**src/rtl/pkt_rx_deframer.sv**
```systemverilog
// Store-and-forward deframer for LEN / payload / CSUM byte frames.
// Good payloads are replayed with sop/eop framing; bad frames are dropped.
module pkt_rx_deframer #(
  parameter int MAX_LEN = 64,
  parameter int CNT_W   = 16
) (
  input  logic             clk,
  input  logic             rst_n,
  input  logic             in_valid,
  output logic             in_ready,
  input  logic [7:0]       in_data,
  output logic             out_valid,
  input  logic             out_ready,
  output logic [7:0]       out_data,
  output logic             out_sop,
  output logic             out_eop,
  output logic [7:0]       out_len,
  output logic             pkt_ok,
  output logic             err_csum,
  output logic             err_len,
  output logic [CNT_W-1:0] pkt_cnt,
  output logic [CNT_W-1:0] drop_cnt,
  output logic [1:0]       dbg_state
);
  localparam int         AW        = (MAX_LEN > 1) ? $clog2(MAX_LEN) : 1;
  localparam logic [7:0] MAX_LEN_B = 8'(MAX_LEN);

  typedef enum logic [1:0] {IDLE, PAYLOAD, CSUM, SEND} state_t;

  state_t           state_q, state_d;
  logic [7:0]       len_q, len_d, sum_q, sum_d, idx_q, idx_d, rd_q, rd_d;
  logic             out_valid_q, out_valid_d, out_sop_q, out_sop_d, out_eop_q, out_eop_d;
  logic [7:0]       out_data_q, out_data_d;
  logic             pkt_ok_q, pkt_ok_d, err_csum_q, err_csum_d, err_len_q, err_len_d;
  logic [CNT_W-1:0] pkt_cnt_q, pkt_cnt_d, drop_cnt_q, drop_cnt_d;
  logic [7:0]       mem_q [MAX_LEN];
  logic             mem_we;
  logic [AW-1:0]    mem_waddr, mem_raddr;
  logic [7:0]       mem_rdata, rd_nxt, csum_chk, len_m1;
  logic             in_xfer, out_xfer;

  function automatic logic [CNT_W-1:0] sat_inc(input logic [CNT_W-1:0] v);
    return (&v) ? v : v + {{(CNT_W-1){1'b0}}, 1'b1};
  endfunction

  // A byte moves on either port only when valid and ready are both high at
  // posedge; in_ready depends on state alone, never on in_valid.
  assign in_ready  = (state_q != SEND);
  assign in_xfer   = in_valid && in_ready;
  assign out_xfer  = out_valid_q && out_ready;
  assign rd_nxt    = rd_q + 8'd1;
  assign len_m1    = len_q - 8'd1;
  assign csum_chk  = sum_q + in_data;
  assign mem_rdata = mem_q[mem_raddr];

  always_comb begin
    state_d     = state_q;
    len_d       = len_q;
    sum_d       = sum_q;
    idx_d       = idx_q;
    rd_d        = rd_q;
    out_valid_d = out_valid_q;
    out_data_d  = out_data_q;
    out_sop_d   = out_sop_q;
    out_eop_d   = out_eop_q;
    pkt_ok_d    = 1'b0;
    err_csum_d  = 1'b0;
    err_len_d   = 1'b0;
    pkt_cnt_d   = pkt_cnt_q;
    drop_cnt_d  = drop_cnt_q;
    mem_we      = 1'b0;
    mem_waddr   = idx_q[AW-1:0];
    mem_raddr   = '0;
    unique case (state_q)
      IDLE: begin
        if (in_xfer) begin
          if (in_data == 8'd0 || in_data > MAX_LEN_B) begin
            err_len_d  = 1'b1;
            drop_cnt_d = sat_inc(drop_cnt_q);
          end else begin
            len_d   = in_data;
            sum_d   = in_data;
            idx_d   = 8'd0;
            state_d = PAYLOAD;
          end
        end
      end
      PAYLOAD: begin
        if (in_xfer) begin
          mem_we = 1'b1;
          sum_d  = sum_q + in_data;
          idx_d  = idx_q + 8'd1;
          if (idx_q == len_m1) state_d = CSUM;
        end
      end
      CSUM: begin
        if (in_xfer) begin
          if (csum_chk == 8'd0) begin
            // Preload the first payload byte so out_valid rises one cycle later.
            pkt_ok_d    = 1'b1;
            pkt_cnt_d   = sat_inc(pkt_cnt_q);
            rd_d        = 8'd0;
            out_valid_d = 1'b1;
            out_data_d  = mem_rdata;
            out_sop_d   = 1'b1;
            out_eop_d   = (len_q == 8'd1);
            state_d     = SEND;
          end else begin
            err_csum_d = 1'b1;
            drop_cnt_d = sat_inc(drop_cnt_q);
            state_d    = IDLE;
          end
        end
      end
      SEND: begin
        if (out_xfer) begin
          if (rd_q == len_m1) begin
            out_valid_d = 1'b0;
            out_data_d  = 8'd0;
            out_sop_d   = 1'b0;
            out_eop_d   = 1'b0;
            state_d     = IDLE;
          end else begin
            mem_raddr  = rd_nxt[AW-1:0];
            rd_d       = rd_nxt;
            out_data_d = mem_rdata;
            out_sop_d  = 1'b0;
            out_eop_d  = (rd_nxt == len_m1);
          end
        end
      end
    endcase
  end

  always_ff @(posedge clk) begin
    if (!rst_n) begin
      state_q     <= IDLE;
      len_q       <= 8'd0;
      sum_q       <= 8'd0;
      idx_q       <= 8'd0;
      rd_q        <= 8'd0;
      out_valid_q <= 1'b0;
      out_data_q  <= 8'd0;
      out_sop_q   <= 1'b0;
      out_eop_q   <= 1'b0;
      pkt_ok_q    <= 1'b0;
      err_csum_q  <= 1'b0;
      err_len_q   <= 1'b0;
      pkt_cnt_q   <= '0;
      drop_cnt_q  <= '0;
    end else begin
      state_q     <= state_d;
      len_q       <= len_d;
      sum_q       <= sum_d;
      idx_q       <= idx_d;
      rd_q        <= rd_d;
      out_valid_q <= out_valid_d;
      out_data_q  <= out_data_d;
      out_sop_q   <= out_sop_d;
      out_eop_q   <= out_eop_d;
      pkt_ok_q    <= pkt_ok_d;
      err_csum_q  <= err_csum_d;
      err_len_q   <= err_len_d;
      pkt_cnt_q   <= pkt_cnt_d;
      drop_cnt_q  <= drop_cnt_d;
    end
  end

  // Frame buffer needs no reset; only bytes of the current frame are ever read.
  always_ff @(posedge clk) begin
    if (mem_we) mem_q[mem_waddr] <= in_data;
  end

  assign out_valid = out_valid_q;
  assign out_data  = out_data_q;
  assign out_sop   = out_sop_q;
  assign out_eop   = out_eop_q;
  assign out_len   = len_q;
  assign pkt_ok    = pkt_ok_q;
  assign err_csum  = err_csum_q;
  assign err_len   = err_len_q;
  assign pkt_cnt   = pkt_cnt_q;
  assign drop_cnt  = drop_cnt_q;
  assign dbg_state = state_q;

endmodule

```
**config.mk**
```make
export PLATFORM = sky130hd
export DESIGN_NAME = pkt_rx_deframer
export DESIGN_NICKNAME = d
export VERILOG_FILES = /design/src/rtl/pkt_rx_deframer.sv
export SDC_FILE = /design/constraint.sdc
export NUM_CORES = 1
export LEC_CHECK = 0
export ABC_AREA = 1
export CAP_MARGIN = 15
export CORE_ASPECT_RATIO = 1.25
export CORE_MARGIN = 2
export CORE_UTILIZATION = 35
export DETAILED_ROUTE_END_ITERATION = 8
export GPL_ROUTABILITY_DRIVEN = 1
export PLACE_DENSITY_LB_ADDON = 0.3
export SYNTH_ARGS = -nofsm -noshare
export SYNTH_HDL_FRONTEND = slang
export SYNTH_SLANG_ARGS = --single-unit
```
**constraint.sdc**
```tcl
create_clock -name clk -period 7.02 [get_ports clk]
set_clock_uncertainty 0.2 [all_clocks]
set_input_delay 0.702 -clock clk [delete_from_list [all_inputs] [get_ports clk]]
set_output_delay 0.702 -clock clk [all_outputs]
set_load 0.01 [all_outputs]
```
== After elaboration in Yosys (flattened, before gate mapping) ==
Memories as Yosys holds them, arrays and structs flattened.
Index checks and enable logic that the tools add are counted.
Cells by class
  bitwise logic cells: 2
  magnitude comparators: 1
  equal/unequal tests: 19
  add/subtract/negate cells: 6
  multiplexer cells: 55
  reduce and logical (&&, ||, !) cells: 21
Operators by type and width (number)
  two-way mux 8 bit: 14
  two-way mux 16 bit: 5
  case mux 8 bit (2 select lines): 4
  adder 16 x 1 -> 16 bit, second input constant: 2
  case mux 16 bit (2 select lines): 1
  AND reduction 16 bit: 2
  equality test 8 bit: 3
  inequality test 2 bit, second input constant: 12
  two-way mux 6 bit: 3
  adder 8 x 1 -> 8 bit, second input constant: 2
  logical NOT 8 bit: 2
  two-way mux 1 bit: 16
  two-way mux 2 bit: 8
  AND reduction 5 bit: 3
  AND reduction 4 bit: 3
  AND reduction 3 bit: 3
  adder 8 bit: 1
  equality test 8 x 1 -> 1 bit, second input constant: 1
  > comparator 8 x 7 -> 1 bit, second input constant: 1
  case mux 2 bit (4 select lines): 1
  subtractor 8 x 1 -> 8 bit, second input constant: 1
  AND reduction 7 bit: 1
  case mux 1 bit (2 select lines): 3
  nonzero test 2 bit: 3
  6 further kinds: 9
Storage, ports and cells
  bits in writable memories: 512
  output and inout port bits: 57
  memories kept: 1
  logic and storage cells: 119
  input port bits: 12
  register bits: 80
Memories
  mem_q: depth 64, bits a word 8, read ports 1, clocked after memory_dff 0, wr ports 1, RTL line 36  | logic [7:0] mem_q [MAX_LEN];

== Logic depth before layout (Yosys ltp) ==
Gate-level depths: netlist of run 1.
An unclocked memory read counts as a cell.
  depth in word-level cells: 9
  gate-level depth with buffers: 21
  gate-level depth less buffers: 19

== Worst setup path before layout of run 1 ==
OpenSTA, ideal clock, no wires.
  path kind: input to register
  start: in in_data[0]
  end: reg pkt_cnt_q[2], in the netlist pkt_cnt[2]
  arrival time: 2.949 ns
  setup time: 0.119 ns
  stages: 15
  path buffers: 1
  required time: 6.701 ns
  setup slack: 3.751 ns
  path through: ha_1 inv_1 fa_1 o21ai_1 a21oi_1 o21bai_1 xor2_1 or3_1 nor2_1 nand2_1 inv_1 nand2_1 clkbuf_1 o21ai_0 a21oi_1
On the way
  word-level cells in the longest chain between the ends: 3
Ends and longest elaborated chain
  from (decl): RTL line 11  | input logic [7:0] in_data,
  adder 8 bit: RTL line 53  | assign csum_chk = sum_q + in_data;
  logical NOT 8 bit: RTL line 98  | if (csum_chk == 8'd0) begin
  AND reduction 4 bit (no line)
  to (signal assigned): RTL line 164  | pkt_cnt_q <= pkt_cnt_d;
  to (decl): RTL line 35  | logic [CNT_W-1:0] pkt_cnt_q, pkt_cnt_d, drop_cnt_q, drop_cnt_d;
No other way between the ends.
A chain may end at the register's enable or synchronous reset.

== Final worst setup path of run 1 ==
  start: reg len_q[0], in the netlist out_len[0]
  end: reg out_data_q[1], in the netlist out_data[1]
On the way
  word-level cells in the longest chain between the ends: 9
  elaborated cells between the ends (all ways): 11
  classes of those cells: 1 x add/sub; 1 x eq/ne; 8 x mux; 1 x memory
Ends and longest elaborated chain
  from (decl): RTL line 31  | logic [7:0] len_q, len_d, sum_q, sum_d, idx_q, idx_d, rd_q, rd_d;
  from (signal assigned): RTL line 153  | len_q <= len_d;
  subtractor 8 x 1 -> 8 bit (*): RTL line 52  | assign len_m1 = len_q - 8'd1;
  equality test 8 bit (*): RTL line 117  | if (rd_q == len_m1) begin
  two-way mux 6 bit: RTL line 117
  two-way mux 6 bit: RTL line 116  | if (out_xfer) begin
  two-way mux 6 bit: RTL line 74  | unique case (state_q)
  memory read (64 x 8 bit)
  two-way mux 8 bit (on tied branches): RTL line 117, 98
  two-way mux 8 bit (on tied branches): RTL line 116, 97
  case mux 8 bit (2 select lines) (*): RTL line 74
  to (signal assigned): RTL line 158  | out_data_q <= out_data_d;
  to (decl): RTL line 33  | logic [7:0] out_data_q, out_data_d;
Every way passes the cells marked *; elsewhere a longest branch is shown, timed or not. The select of a mux whose other input is x is not followed.

==> results of run 1 <==
==> synth_stat cells (2+ instances only) <==
master	instances
nor4_1	4
clkbuf_1	73
a221oi_1	2
edfxtp_1	512
o21bai_1	4
o21ai_1	3
nor3b_1	2
ha_1	13
nand4_1	17
buf_4	9
nand2_2	4
nor3_1	20
o21ai_0	36
buf_2	66
dfxtp_1	80
xor2_1	22
clkinv_1	4
or2_2	2
buf_1	4
nand3_1	810
a21oi_1	70
a31oi_1	6
inv_2	6
o22ai_1	2
inv_1	81
a211oi_1	6
nor2_1	135
xnor2_1	6
nand2_1	412
nor2_2	4
==> kinds of logic (layout without fill, tap and decap cells) <==
family                     after synthesis  in the layout  share of synthesized area, %
DFF                                    592            592                          66.3
and+or+nand+nor                       1414           1414                          25.2
buffers and inverters                  243            291                          4.01
AOI/OAI and AO/OA                      134            134                          2.85
xor gates and xnor gates                28             28                         0.957
adders and majority gates               14             14                         0.713
==> registers in the layout, summed over array words and instances (netlist names), 2 cells and up <==
name       cells
pkt_cnt       16
dbg_state      2
drop_cnt      16
out_data       8
out_len        8
idx_q          8
mem_q        512
sum_q          8
rd_q           8
==> stage by stage <==
step	power, µW	instances	util [%]	instance area, µm²
2_1_floorplan	4100	2425	-	25600
3_3_place_gp	4250	3315	37.4	27000
3_5_place_dp	4260	3317	37.4	27000
4_1_cts	7480	3425	40.2	29000
5_1_grt	7630	3425	40.2	29000
6_report	7430	3425	40.2	29000
==> per-layer routing <==
layer	routed length, µm	up-vias
met2	37000	707
met4	3390	0
met5	0	-
met3	4690	166
li1	-	8703
met1	28800	9335
==> final cells by class <==
type / instances / area share (%)
Clock buffer: 82 / 5.70
Clock inverter: 26 / 1.16
Inverter: 91 / 1.18
Multi-Input combinational cell: 1590 / 26.4
Sequential cell: 592 / 58.5
Tap cell: 952 / 4.10
Timing Repair Buffer: 92 / 2.98
==> final timing paths <==
kind                           start                       end  cells after the start
max reg2reg  out_len[0]$_SDFFE_PN0P_  out_data[1]$_SDFFE_PN0P_                     18
min                       in_data[6]    mem_q[23][6]$_DFFE_PP_                      1
min reg2reg     out_sop$_SDFFE_PN0P_      out_sop$_SDFFE_PN0P_                      2
max          out_len[0]$_SDFFE_PN0P_  out_data[1]$_SDFFE_PN0P_                     18
==> critical path: stages, from the launching register on <==
cell and delay, ps:
dfxtp_1 500, inv_2 150, ha_1 420, or2_2 150, nand3_1 100, nor2_1 110, nand2_1 60, nor2_2 140
nand4_4 380, nand2_1 350, inv_2 80, nand2_2 650, inv_1 620, buf_16 330, nand3_1 100, nand3_1 210
nand3_1 160, nand3_1 90, a21oi_1 130
==> report_power, final <==
group          switching (µW)  total, µW  leakage (µW)  internal [µW]
Combinational             231        321       0.00358           90.0
Clock                    1350       3250      0.000974           1900
Sequential               21.8       3860       0.00525           3840
==> impl_metrics.csv, run 1 <==
group,metric,value,unit
status,status,"finished, final reports clean",
clocking,htree_levels,2,
clocking,clock_sinks,592,
synth,synth_seq_area_share,66.3,%
global_route,use_met3,3.04,%
global_route,track_usage,19.4,%
die,io-pin-count,69,
setup_path,cp.required,7380,ps
detailed_routing,wl,73800,µm
timing,finalSetupTns,0,ps
die,die-area,75400,µm²
setup_path,rrSetupSlack,1960,ps
clocking,cts_resized,0,
final_layout,syn_to_final_growth,13.3,%
synth,synth.area.top_cells,"edfxtp_1 60%, nand3_1 16%, dfxtp_1 6.3%, nand2_1 6.0%, nor2_1 2.0%",
clocking,insertion_delay,620,ps
final_layout,diodes,0,
final_layout,final_common_cell,"nand3_1",
final_layout,drive_gt1_share,5.82,%
pwr,leakage,0.00980,µW
global_route,grt_max_degree,153,
pwr,ir_drop,0.198,mV
job,drv_cap,0,
global_route,grt_pass1_wl,112000,µm
synth,async_flop_share,0,%
setup_path,worstPathArrival,5410,ps
timing,fmax,0.198,GHz
final_layout,mostFrequentLayoutCells,"809 x nand3_1, 512 x edfxtp_1, 412 x nand2_1, 133 x nor2_1, 81 x inv_1",
setup_path,critPathLaunchType,"flip-flop",
timing,finalCritPeriodShare,72.0,%
die,die_w,246,µm
synth,netlist_instances,2425,
synth,synth_warnings,0,
synth,yosysUniqueCellTypes,40,
timing,slew-limit-headroom,24.3,%
global_route,grt_pass1_vias,18690,
final_layout,regArea,17000,µm²
clocking,clock_path_buffers,3,
detailed_routing,avgRoutedWirePerCell,21.6,µm
timing,hold_slack,268,ps
synth,synthesis.area,25600,µm²
timing,rsz0062_at_grt,"false",
place,pre_cts_ws,2060,ps
timing,hold_violations,0,
synth,synth_ff_type,"edfxtp_1",
final_layout,multiInputGateArea,7660,µm²
worst_hold_path,hold_class,"primary input to flip-flop",
clocking,numCtsBuffers,57,
clocking,cts_setup_buffers,0,
die,rows,110,
pwr,p_per_area,256,nW/µm²
timing,fin_ws,1960,ps
place,port_buffers,68,
setup_path,end_kind,"flip-flop",
die,initial_core_util,35.5,%
clocking,cts_hold_buf,0,
global_route,grt_overflow_total,0,
global_route,antenna_found_initial,0,
detailed_routing,vias,18911,
detailed_routing,drc_errors,0,
timing,worstMarginPinSlew,1130,ps
final_layout,n_fill_cell,6926,
clocking,root_buffer,"clkbuf_16",
global_route,met2_usage,33.9,%
die,die_h,307,µm
synth,synth-edff-count,512,
timing,report.final.slew_viol_count,0,
synth,yosysTopAreaCellShare,60.0,%
synth,synth_top_cell_by_area,"edfxtp_1",
synth,ys_ff_latch,592,
clocking,path_clk_slew,60,ps
synth,syn-num-nets,2451,
place,place_congestion,0.856,
timing,setup_violations,0,
detailed_routing,drt-initial-drc-count,1686,
place,dpl.hpwl,44400,µm
clocking,cts_tree,"yes",
detailed_routing,ant_nets,0,
synth,syn_area_per_cell,10.6,µm²
global_route,busiest_layer,"met2",
die,core_area,72300,µm²
detailed_routing,via_per_inst,5.52,
setup_path,crit_type,"flip-flop to flip-flop",
detailed_routing,drt_pass1_iterations,6,
global_route,gr-usage-met1,23.6,%
timing,min_period,5060,ps
final_layout,layout.nets,2450,
setup_path,cp_max_fo,34,
Note: power is estimated with default switching activity, not from simulation.
==> run 2, diff against run 1 <==
- clock period: 7.02 -> 5.3 ns (I/O delays scaled with it)
==> run 2 against run 1 <==
Against the previous run:
- via count up 0.38%
- final cell count rose by 1.8%
- design area is 1.1% higher
- global-route usage decreased by 0.11 points
- die area stayed put
- sequential power is 32% higher
- non-clock buffer count increased by 65
- core utilization grew 0.44 points
- combinational power up 32%
- critical endpoint is now out_data[7]$_SDFFE_PN0P_
- highest routed layer unchanged
==> impl_metrics.csv, run 2 (synthesis gave the netlist of run 1 again) <==
group,metric,value,unit
worst_hold_path,hold_start,"in_data[5]",
setup_path,critPathLaunchType,"flip-flop",
die,die-area,75400,µm²
pwr,ir_drop,0.256,mV
global_route,grt_max_degree,140,
timing,slew-limit-headroom,19.2,%
final_layout,drive_gt1_share,7.97,%
clocking,clock_sinks,592,
pwr,p_per_area,323,nW/µm²
global_route,grt_pass1_vias,18838,
final_layout,syn_to_final_growth,14.5,%
final_layout,final_common_cell,"nand3_1",
place,dpl.hpwl,43000,µm
setup_path,slowest_stage,"buf_4",
global_route,antenna_found_initial,0,
setup_path,cp_max_fo,72,
final_layout,largest_register_ffs,512,
setup_path,regToRegEndpoint,"out_data[7]$_SDFFE_PN0P_",
setup_path,path_cells,"inv_2 > ha_1 > or2_2 > nand3_1 > nor2_1 > nand2_1 > nor2_2 > nand4_4 > buf_4 > buf_4 > nand3_1 > nand3_1 > nand3_1 > nand3_1 > nand3_1 > nand3_1 > nand3_1 > a21oi_1",
job,drv_cap,0,
timing,report.final.slew_viol_count,0,
clocking,path_clk_slew,70,ps
clocking,root_buffer,"clkbuf_16",
setup_path,worst-path-stages,18,
detailed_routing,drt-initial-drc-count,1813,
detailed_routing,via_per_inst,5.45,
clocking,htree_levels,2,
setup_path,cp_num_buf_inv,3,
worst_hold_path,min_to,"mem_q[27][5]$_DFFE_PP_",
setup_path,end_kind,"flip-flop",
detailed_routing,drc_errors,0,
die,rows,110,
die,io-pin-count,69,
clocking,cts_tree,"yes",
setup_path,worstPathArrival,4660,ps
die,initial_core_util,35.5,%
clocking,clock_path_buffers,3,
setup_path,crit_type,"flip-flop to flip-flop",
detailed_routing,wl,73000,µm
global_route,grt_pass1_wl,113000,µm
place,place_area,27600,µm²
setup_path,crit_family,"simple AND/OR/NAND/NOR gates",
setup_path,rrSetupSlack,980,ps
detailed_routing,avgRoutedWirePerCell,20.9,µm
timing,fmax,0.231,GHz
place,place_congestion,0.892,
timing,min_period,4320,ps
final_layout,mostFrequentLayoutCells,"809 x nand3_1, 512 x edfxtp_1, 412 x nand2_1, 133 x nor2_1, 82 x buf_4",
detailed_routing,drt_pass1_iterations,7,
setup_path,r2r-start,"out_len[0]$_SDFFE_PN0P_",
die,core_area,72300,µm²
worst_hold_path,hold_class,"primary input to flip-flop",
clocking,cts_setup_buffers,0,
setup_path,cp.required,5640,ps
final_layout,regMostFlops,"mem_q",
setup_path,ff2ff_path_depth,18,
die,die_w,246,µm
clocking,numCtsBuffers,56,
pwr,leakage,0.0101,µW
setup_path,max_stage_delay,720,ps
place,port_buffers,68,
setup_path,path_common_cell,"nand3_1",
status,status,"finished, final reports clean",
global_route,grt_overflow_total,0,
final_layout,utilization,40.6,%
final_layout,finalInstanceArea,29300,µm²
clocking,cts_resized,0,
clocking,insertion_delay,620,ps
worst_hold_path,whs_path_depth,1,
timing,hold_violations,0,
timing,worstMarginPinSlew,1210,ps
timing,finalSetupTns,0,ps
die,die_h,307,µm
detailed_routing,vias,18983,
final_layout,layout.nets,2514,
final_layout,diodes,0,
timing,rsz0062_at_grt,"false",
timing,setup_violations,0,
detailed_routing,ant_nets,0,
timing,finalCritPeriodShare,81.5,%
clocking,cts_hold_buf,0,
global_route,track_usage,19.3,%
## run 2: cell types whose count changed in the layout (fill, tap and decap cells not counted), moves of 2 or more
cell	delta
buf_12	+5
clkbuf_4	+2
clkbuf_2	-2
clkbuf_8	-3
clkinv_2	+3
clkinv_1	+4
inv_6	+2
bufinv_16	-4
buf_4	+61
clkbuf_16	-3
## run 2: area by class of cell
cell class                      instances  area, µm²
Multi-Input combinational cell       1590       7660
Tap cell                              952       1190
Timing Repair Buffer                  157       1400
Sequential cell                       592      17000
Clock inverter                         29        236
Clock buffer                           75       1540
Inverter                               91        342
Fill cell                            6890      42900
## run 2: per-layer routing
| layer | wire (µm) | part of all wire (%) | track usage (%) | vias to the layer above |
|---|---|---|---|---|
| met5 | 0 | 0 | 0 | - |
| met4 | 3090 | 4.2 | 8.26 | 0 |
| met3 | 3980 | 5.5 | 2.17 | 152 |
| met2 | 36500 | 50 | 33.3 | 682 |
| met1 | 29400 | 40 | 24.5 | 9322 |
| li1 | - | - | - | 8827 |
## run 2: worst max path at each step
stage | from | end
floorplan | in_data[0] | pkt_cnt[2]$_SDFFE_PN0P_
global placement | out_len[0]$_SDFFE_PN0P_ | out_data[7]$_SDFFE_PN0P_
detailed placement | out_len[0]$_SDFFE_PN0P_ | out_data[7]$_SDFFE_PN0P_
CTS | out_len[0]$_SDFFE_PN0P_ | out_data[7]$_SDFFE_PN0P_
global route | out_len[0]$_SDFFE_PN0P_ | out_data[7]$_SDFFE_PN0P_
finish | out_len[0]$_SDFFE_PN0P_ | out_data[7]$_SDFFE_PN0P_
## run 2: stage by stage
stage	worst slack (ps)	std cells	power (µW)	hold slack, ps
final	979	3486	9470	63.2
after global routing	681	3486	9750	19.5
after CTS	1040	3486	9540	21.3
after detailed placement	1080	3382	5630	279
after global placement	1100	3382	5620	276
after floorplan	2200	2425	5420	267
## run 2: power by group
part,switching (µW),internal (µW),total [µW]
logic,300,123,423
registers,28.1,5080,5110
clock network,1760,2190,3940
